===== config.mk =====
export PLATFORM = sky130hd
export DESIGN_NAME = mult_share_arb
export DESIGN_NICKNAME = d
export VERILOG_FILES = /design/src/rtl/mult_share_arb.sv
export SDC_FILE = /design/constraint.sdc
export NUM_CORES = 1
export LEC_CHECK = 0
export BUFFER_PORTS_ARGS = -buffer_cell sky130_fd_sc_hd__clkbuf_2
export CELL_PAD_IN_SITES_DETAIL_PLACEMENT = 0
export CELL_PAD_IN_SITES_GLOBAL_PLACEMENT = 2
export CORE_MARGIN = 1
export CORE_UTILIZATION = 35
export CTS_CLUSTER_DIAMETER = 150
export DETAILED_ROUTE_END_ITERATION = 16
export PLACE_DENSITY_LB_ADDON = 0.25
export SYNTH_ARGS = -nofsm -noshare
export SYNTH_HDL_FRONTEND = slang
export SYNTH_SLANG_ARGS = --single-unit

===== constraint.sdc =====
create_clock -name clk -period 5.4 [get_ports clk]
set_clock_uncertainty 0.1 [all_clocks]
set_input_delay 1.08 -clock clk [delete_from_list [all_inputs] [get_ports clk]]
set_output_delay 1.08 -clock clk [all_outputs]
set_load 0.03 [all_outputs]

===== src/rtl/mult_share_arb.sv =====
// Shares one signed WIDTH x WIDTH multiplier between two requesters via round-robin arbitration.
// Latency: request handshake in cycle T, response valid from cycle T+2; one request in flight at a time.
// Backpressure: the response is held until the owner's rsp ready; no request is accepted outside IDLE.
module mult_share_arb #(
    parameter int WIDTH = 8
) (
    input  logic                 clk,
    input  logic                 rst,
    input  logic                 req0_valid,
    output logic                 req0_ready,
    input  logic [WIDTH-1:0]     req0_a,
    input  logic [WIDTH-1:0]     req0_b,
    input  logic                 req1_valid,
    output logic                 req1_ready,
    input  logic [WIDTH-1:0]     req1_a,
    input  logic [WIDTH-1:0]     req1_b,
    output logic                 rsp0_valid,
    input  logic                 rsp0_ready,
    output logic                 rsp1_valid,
    input  logic                 rsp1_ready,
    output logic [2*WIDTH-1:0]   rsp_z,
    output logic                 busy
);

    typedef enum logic [1:0] {
        IDLE = 2'd0,
        MUL  = 2'd1,
        RESP = 2'd2
    } state_t;

    state_t               state;
    logic [WIDTH-1:0]     a_reg;
    logic [WIDTH-1:0]     b_reg;
    logic                 owner;
    logic                 last_grant;
    logic [2*WIDTH-1:0]   z_reg;
    logic                 rsp0_valid_reg;
    logic                 rsp1_valid_reg;
    logic                 busy_reg;

    logic                 grant0;
    logic                 grant1;
    logic                 owner_ready;
    logic [2*WIDTH-1:0]   a_ext;
    logic [2*WIDTH-1:0]   b_ext;
    logic [2*WIDTH-1:0]   product;

    // Round-robin grant: a lone requester always wins; under contention the
    // requester that was not served last wins.
    always_comb begin
        grant0 = req0_valid && (!req1_valid || last_grant);
        grant1 = req1_valid && (!req0_valid || !last_grant);
    end

    assign req0_ready = (state == IDLE) && grant0;
    assign req1_ready = (state == IDLE) && grant1;

    // Sign-extending both operands to full product width makes the low
    // 2*WIDTH bits of an unsigned multiply equal the signed product.
    assign a_ext   = {{WIDTH{a_reg[WIDTH-1]}}, a_reg};
    assign b_ext   = {{WIDTH{b_reg[WIDTH-1]}}, b_reg};
    assign product = a_ext * b_ext;

    assign owner_ready = owner ? rsp1_ready : rsp0_ready;

    // Arbitration/multiply FSM; z_reg doubles as the rsp_z output register and
    // is only non-zero while a response is being presented.
    always_ff @(posedge clk) begin
        if (rst) begin
            state          <= IDLE;
            a_reg          <= '0;
            b_reg          <= '0;
            owner          <= 1'b0;
            last_grant     <= 1'b1;
            z_reg          <= '0;
            rsp0_valid_reg <= 1'b0;
            rsp1_valid_reg <= 1'b0;
            busy_reg       <= 1'b0;
        end else begin
            case (state)
                IDLE: begin
                    if (req0_ready) begin
                        a_reg    <= req0_a;
                        b_reg    <= req0_b;
                        owner    <= 1'b0;
                        busy_reg <= 1'b1;
                        state    <= MUL;
                    end else if (req1_ready) begin
                        a_reg    <= req1_a;
                        b_reg    <= req1_b;
                        owner    <= 1'b1;
                        busy_reg <= 1'b1;
                        state    <= MUL;
                    end
                end
                MUL: begin
                    z_reg          <= product;
                    rsp0_valid_reg <= !owner;
                    rsp1_valid_reg <= owner;
                    state          <= RESP;
                end
                RESP: begin
                    if (owner_ready) begin
                        last_grant     <= owner;
                        z_reg          <= '0;
                        rsp0_valid_reg <= 1'b0;
                        rsp1_valid_reg <= 1'b0;
                        busy_reg       <= 1'b0;
                        state          <= IDLE;
                    end
                end
                default: begin
                    z_reg          <= '0;
                    rsp0_valid_reg <= 1'b0;
                    rsp1_valid_reg <= 1'b0;
                    busy_reg       <= 1'b0;
                    state          <= IDLE;
                end
            endcase
        end
    end

    assign rsp_z      = z_reg;
    assign rsp0_valid = rsp0_valid_reg;
    assign rsp1_valid = rsp1_valid_reg;
    assign busy       = busy_reg;

endmodule


# Yosys cells after proc, flatten, opt, wreduce, memory -nomap -nowiden
# Index checks and enable logic that the tools add are counted.
[totals]
register_bits = 39
output_inout_bits = 21
wordCells = 51
[classes]
n_mul = 1
eq_ne = 4
muxes = 18
n_bitwise = 2
reduce_logical = 17
[op_table]
columns = ["op", "count"]
rows = [
  ["16-bit case mux with 3 select lines", 1],
  ["8-bit two-way mux", 4],
  ["8-bit by 8-bit multiplier with 16-bit output", 1],
  ["16-bit two-way mux", 1],
  ["1-bit case mux with 3 select lines", 3],
  ["2-bit AND reduction", 4],
  ["2-bit two-way mux", 3],
  ["2-bit case mux with 3 select lines", 1],
  ["1-bit two-way mux", 5],
  ["1-bit logical AND", 4],
  ["1-bit logical NOT", 4],
  ["3-bit inequality test (second input constant)", 1],
  ["3-bit AND reduction", 1],
  ["2-bit by 1-bit == test with 1-bit output (second input constant)", 1],
  ["2-bit == test (second input constant)", 1],
  ["2-bit logical NOT", 1],
  ["1-bit logical OR", 2],
  ["2-bit inequality test (second input constant)", 1],
  ["1-bit NOT", 2],
  ["2-bit nonzero test", 1],
]

# Depth between registers and ports, before layout
[logic_depth]
depth_word = 7
mapped_depth = 17
depth_no_buf = 16

# Least setup slack after synthesis
# OpenSTA, ideal clock, no wires.
[synth_path]
path_type = "reg-to-reg"
start = "register b_reg[4]"
end = "register z_reg[14] (netlist: rsp_z[14])"
setup_ns = 0.117
t_arrival_ns = 4.027
required_ns = 5.183
setup_slack_ns = 1.156
stages_incl_launch_ff = 18
n_path_buf = 1
synth_period_minus_slack_ns = 4.244
path_cell_list = "dfxtp_1 -> clkbuf_1 -> and2_1 -> fa_1 -> inv_1 -> fa_1 -> inv_1 -> fa_1 -> inv_1 -> fa_1 -> inv_1 -> ha_1 -> o21ai_0 -> o21bai_1 -> a31oi_1 -> o21ai_1 -> xor2_1 -> a22o_1"
[synth_via]
elab_chain_len = 2
[synth_rtl]
columns = ["element", "line_no", "text"]
rows = [
  ["start, declared", "33", "logic [WIDTH-1:0] b_reg;"],
  ["start signal, assigned", "84", "b_reg <= req0_b;"],
  ["start signal, assigned", "90", "b_reg <= req1_b;"],
  ["8-bit by 8-bit multiplier with 16-bit output", "62", "assign product = a_ext * b_ext;"],
  ["16-bit case mux with 3 select lines", "80", "case (state)"],
  ["end signal, assigned", "97", "z_reg <= product;"],
  ["end, declared", "36", "logic [2*WIDTH-1:0] z_reg;"],
]
# No other way between the ends.
# A chain may end at the register's enable or synchronous reset.

# Final worst setup path
[layout_path]
start = "register b_reg[7]"
end = "register z_reg[14] (netlist: rsp_z[14])"
# Same word-level chain as after synthesis.

==> results.json <==
{
  "viasPerCell": 4.68,
  "cts_htree_levels": 2,
  "synth_compound_area_frac": 0.129,
  "synth_top_cell_by_area": "fa_1",
  "place_area_sq_um": 4410,
  "fin_tns_setup_ns": 0,
  "post_cts_resized": 0,
  "synth_edf_count": 0,
  "worst-path-max-fanout": 10,
  "synth_top_family_by_area": "adder cells",
  "gp_congestion": 0.788,
  "grt_pass1_vias": 3150,
  "die_width_um": 109,
  "grt_max_degree": 36,
  "grt_first_pass_wirelength_um": 15100,
  "drive_gt1_frac": 0.152,
  "stdcell_area_sq_um": 4590,
  "maxSlewViolCount": 0,
  "fillers": 1122,
  "dpl.hpwl_um": 7040,
  "irDropWorstVdd_mv": 0.127,
  "hold_class": "reg -> reg",
  "num_rows": 38,
  "ant_nets": 0,
  "worst_pin_slew_ns": 0.768,
  "synth_xor_area_frac": 0.0328,
  "slowest_delay_ns": 0.56,
  "whs_path_depth": 1,
  "crit_slowest_cell": "fa_1",
  "io_pins": 59,
  "syn_to_final_growth_pct": 14.6,
  "crit_chain": "nand2b_1, fa_1, fa_1, inv_1, fa_1, inv_1, fa_1, inv_1, ha_1, o21ai_0, o21bai_1, a31oi_1, o21ai_1, xor2_1, a22o_1",
  "fin_crit_sh": 0.833,
  "holdBufCountCts": 0,
  "post_drt_wl_per_cell_um": 13.2,
  "port-buffer-count": 58,
  "post_cts_buffers": 0,
  "synth-seq-cells": 39,
  "start_util": 0.364,
  "overflow": 0,
  "antenna_found_initial": 0,
  "whs_ns": 0.383,
  "netlist_area_sq_um": 4000,
  "rsz0062_at_grt": "no",
  "cp-end-kind": "flop",
  "cts_tree": "done",
  "drtIter0Drc": 96,
  "dieArea_sq_um": 11900,
  "fin_crit_ns": 4.50,
  "cts_root_buf": "clkbuf_16",
  "async_reset_ff_frac": 0,
  "cts_buffer_depth": 2,
  "cts_num_sinks": 39,
  "leakage_uw": 0.00224,
  "netlist_instances": 455,
  "path_clk_slew_ns": 0.06,
  "synth.most_common_cell": "inv_1",
  "status": "finished clean",
  "drt-total-wl_um": 8580,
  "crit_type": "reg -> reg",
  "dr.pass1.iters": 4,
  "via_count": 3035,
  "largest_reg_flops": 16,
  "die_y_um": 109,
  "worst_ep_arrival_time_ns": 4.58,
  "finalHoldViolations": 0,
  "synth.mux.area_fraction": 0.00563,
  "critPathRequiredTime_ns": 5.48,
  "synthAdderAreaFrac": 0.366,
  "drc": 0,
  "synth_top_area_frac": 0.275,
  "yosys_warnings": 0,
  "yosys-top-cells-count": "inv_1 (83), fa_1 (55), nand2_1 (49), and2_1 (42), dfxtp_1 (39)",
  "synth_cell_types": 38,
  "layout.nets": 629,
  "relSlewSlack": 0.487,
  "start_kind": "flop",
  "cts_buffers": 5,
  "power.total_uw": 1380,
  "synth-simple-area-share": 0.176,
  "ys_seq_area_frac": 0.195,
  "gr-usage-all-layers": 0.162,
  "antenna_cells": 0,
  "finalSetupViolCount": 0,
  "clk_latency_ns": 0.28,
  "fp.coreArea_sq_um": 11000,
  "max_freq_mhz": 222,
  "power.density_nw_per_um2": 301,
  "reg2reg_depth": 15,
  "drv_cap": 0,
  "yosys-top-cells-area": "fa_1 (28%), dfxtp_1 (20%), ha_1 (9.1%)",
  "syn_nets": 577,
  "synth_flop_cell": "dfxtp_1",
  "crit_top_cell": "fa_1",
  "syn_avg_cell_area_sq_um": 8.80
}
==> per-stage QoR <==
step,util,cells,setup slack (ns)
detailed placement,0.402,640,0.881
CTS,0.418,648,0.875
finish,0.418,648,0.900
floorplan,-,455,1.16
global placement,0.402,640,0.984
global route,0.418,648,0.580
==> routing by layer <==
layer  routed length [um]  track usage
met3                  257       0.0233
met5                    0            0
met4                  112       0.0415
met2                 3820        0.261
met1                 4390        0.227
==> worst max-delay path: cells and delay by family, from the launching register on <==
family          cells  cell delay [ns]
compound gates      5             0.93
xor+xnor            1             0.15
fa+ha+maj           5             2.45
buf+inv             3             0.15
flops               1             0.49
simple gates        1             0.13
==> path summary, 6_finish.rpt <==
| check | start | to | slack [ns] |
|---|---|---|---|
| setup / recovery | b_reg[7] | rsp_z[14] | 0.90 |
| hold / removal | rsp_z[10] | rsp_z[10] | 0.38 |
| setup reg to reg | b_reg[7] | rsp_z[14] | 0.90 |
| hold reg to reg | rsp_z[10] | rsp_z[10] | 0.38 |
==> cells by family after synthesis <==
kind of cell / count (synthesis)
DFF: 39
buffers and inverters: 99
muxes: 2
adders and majority gates: 84
xor gates and xnor gates: 15
AOI/OAI and AO/OA: 70
and+or+nand+nor: 146
==> power breakdown <==
part	switching [uW]	leakage, uW	internal (uW)
Combinational	382	0.00184	267
Sequential	55.0	0.000320	327
Clock	129	0.0000844	221
==> final cells by class <==
class,instances,area [sq um],share of cell area
Clock inverter,3,47.5,0.0104
Tap cell,140,175,0.0382
Multi-Input combinational cell,317,2840,0.619
Timing Repair Buffer,60,305,0.0666
Clock buffer,5,125,0.0273
Inverter,84,315,0.0687
Sequential cell,39,781,0.170
==> placed cells by master (no fill, tap or decap), types with 7 or more instances in the layout <==
cell type / n
a22o_1: 7
dfxtp_1: 39
nor2b_1: 8
xnor2_1: 11
nand2_1: 49
fa_1: 55
a311oi_1: 16
inv_1: 83
and2_1: 42
clkbuf_2: 58
nor2_1: 34
a21oi_1: 13
ha_1: 29
Power figures use the tool's default switching activity.
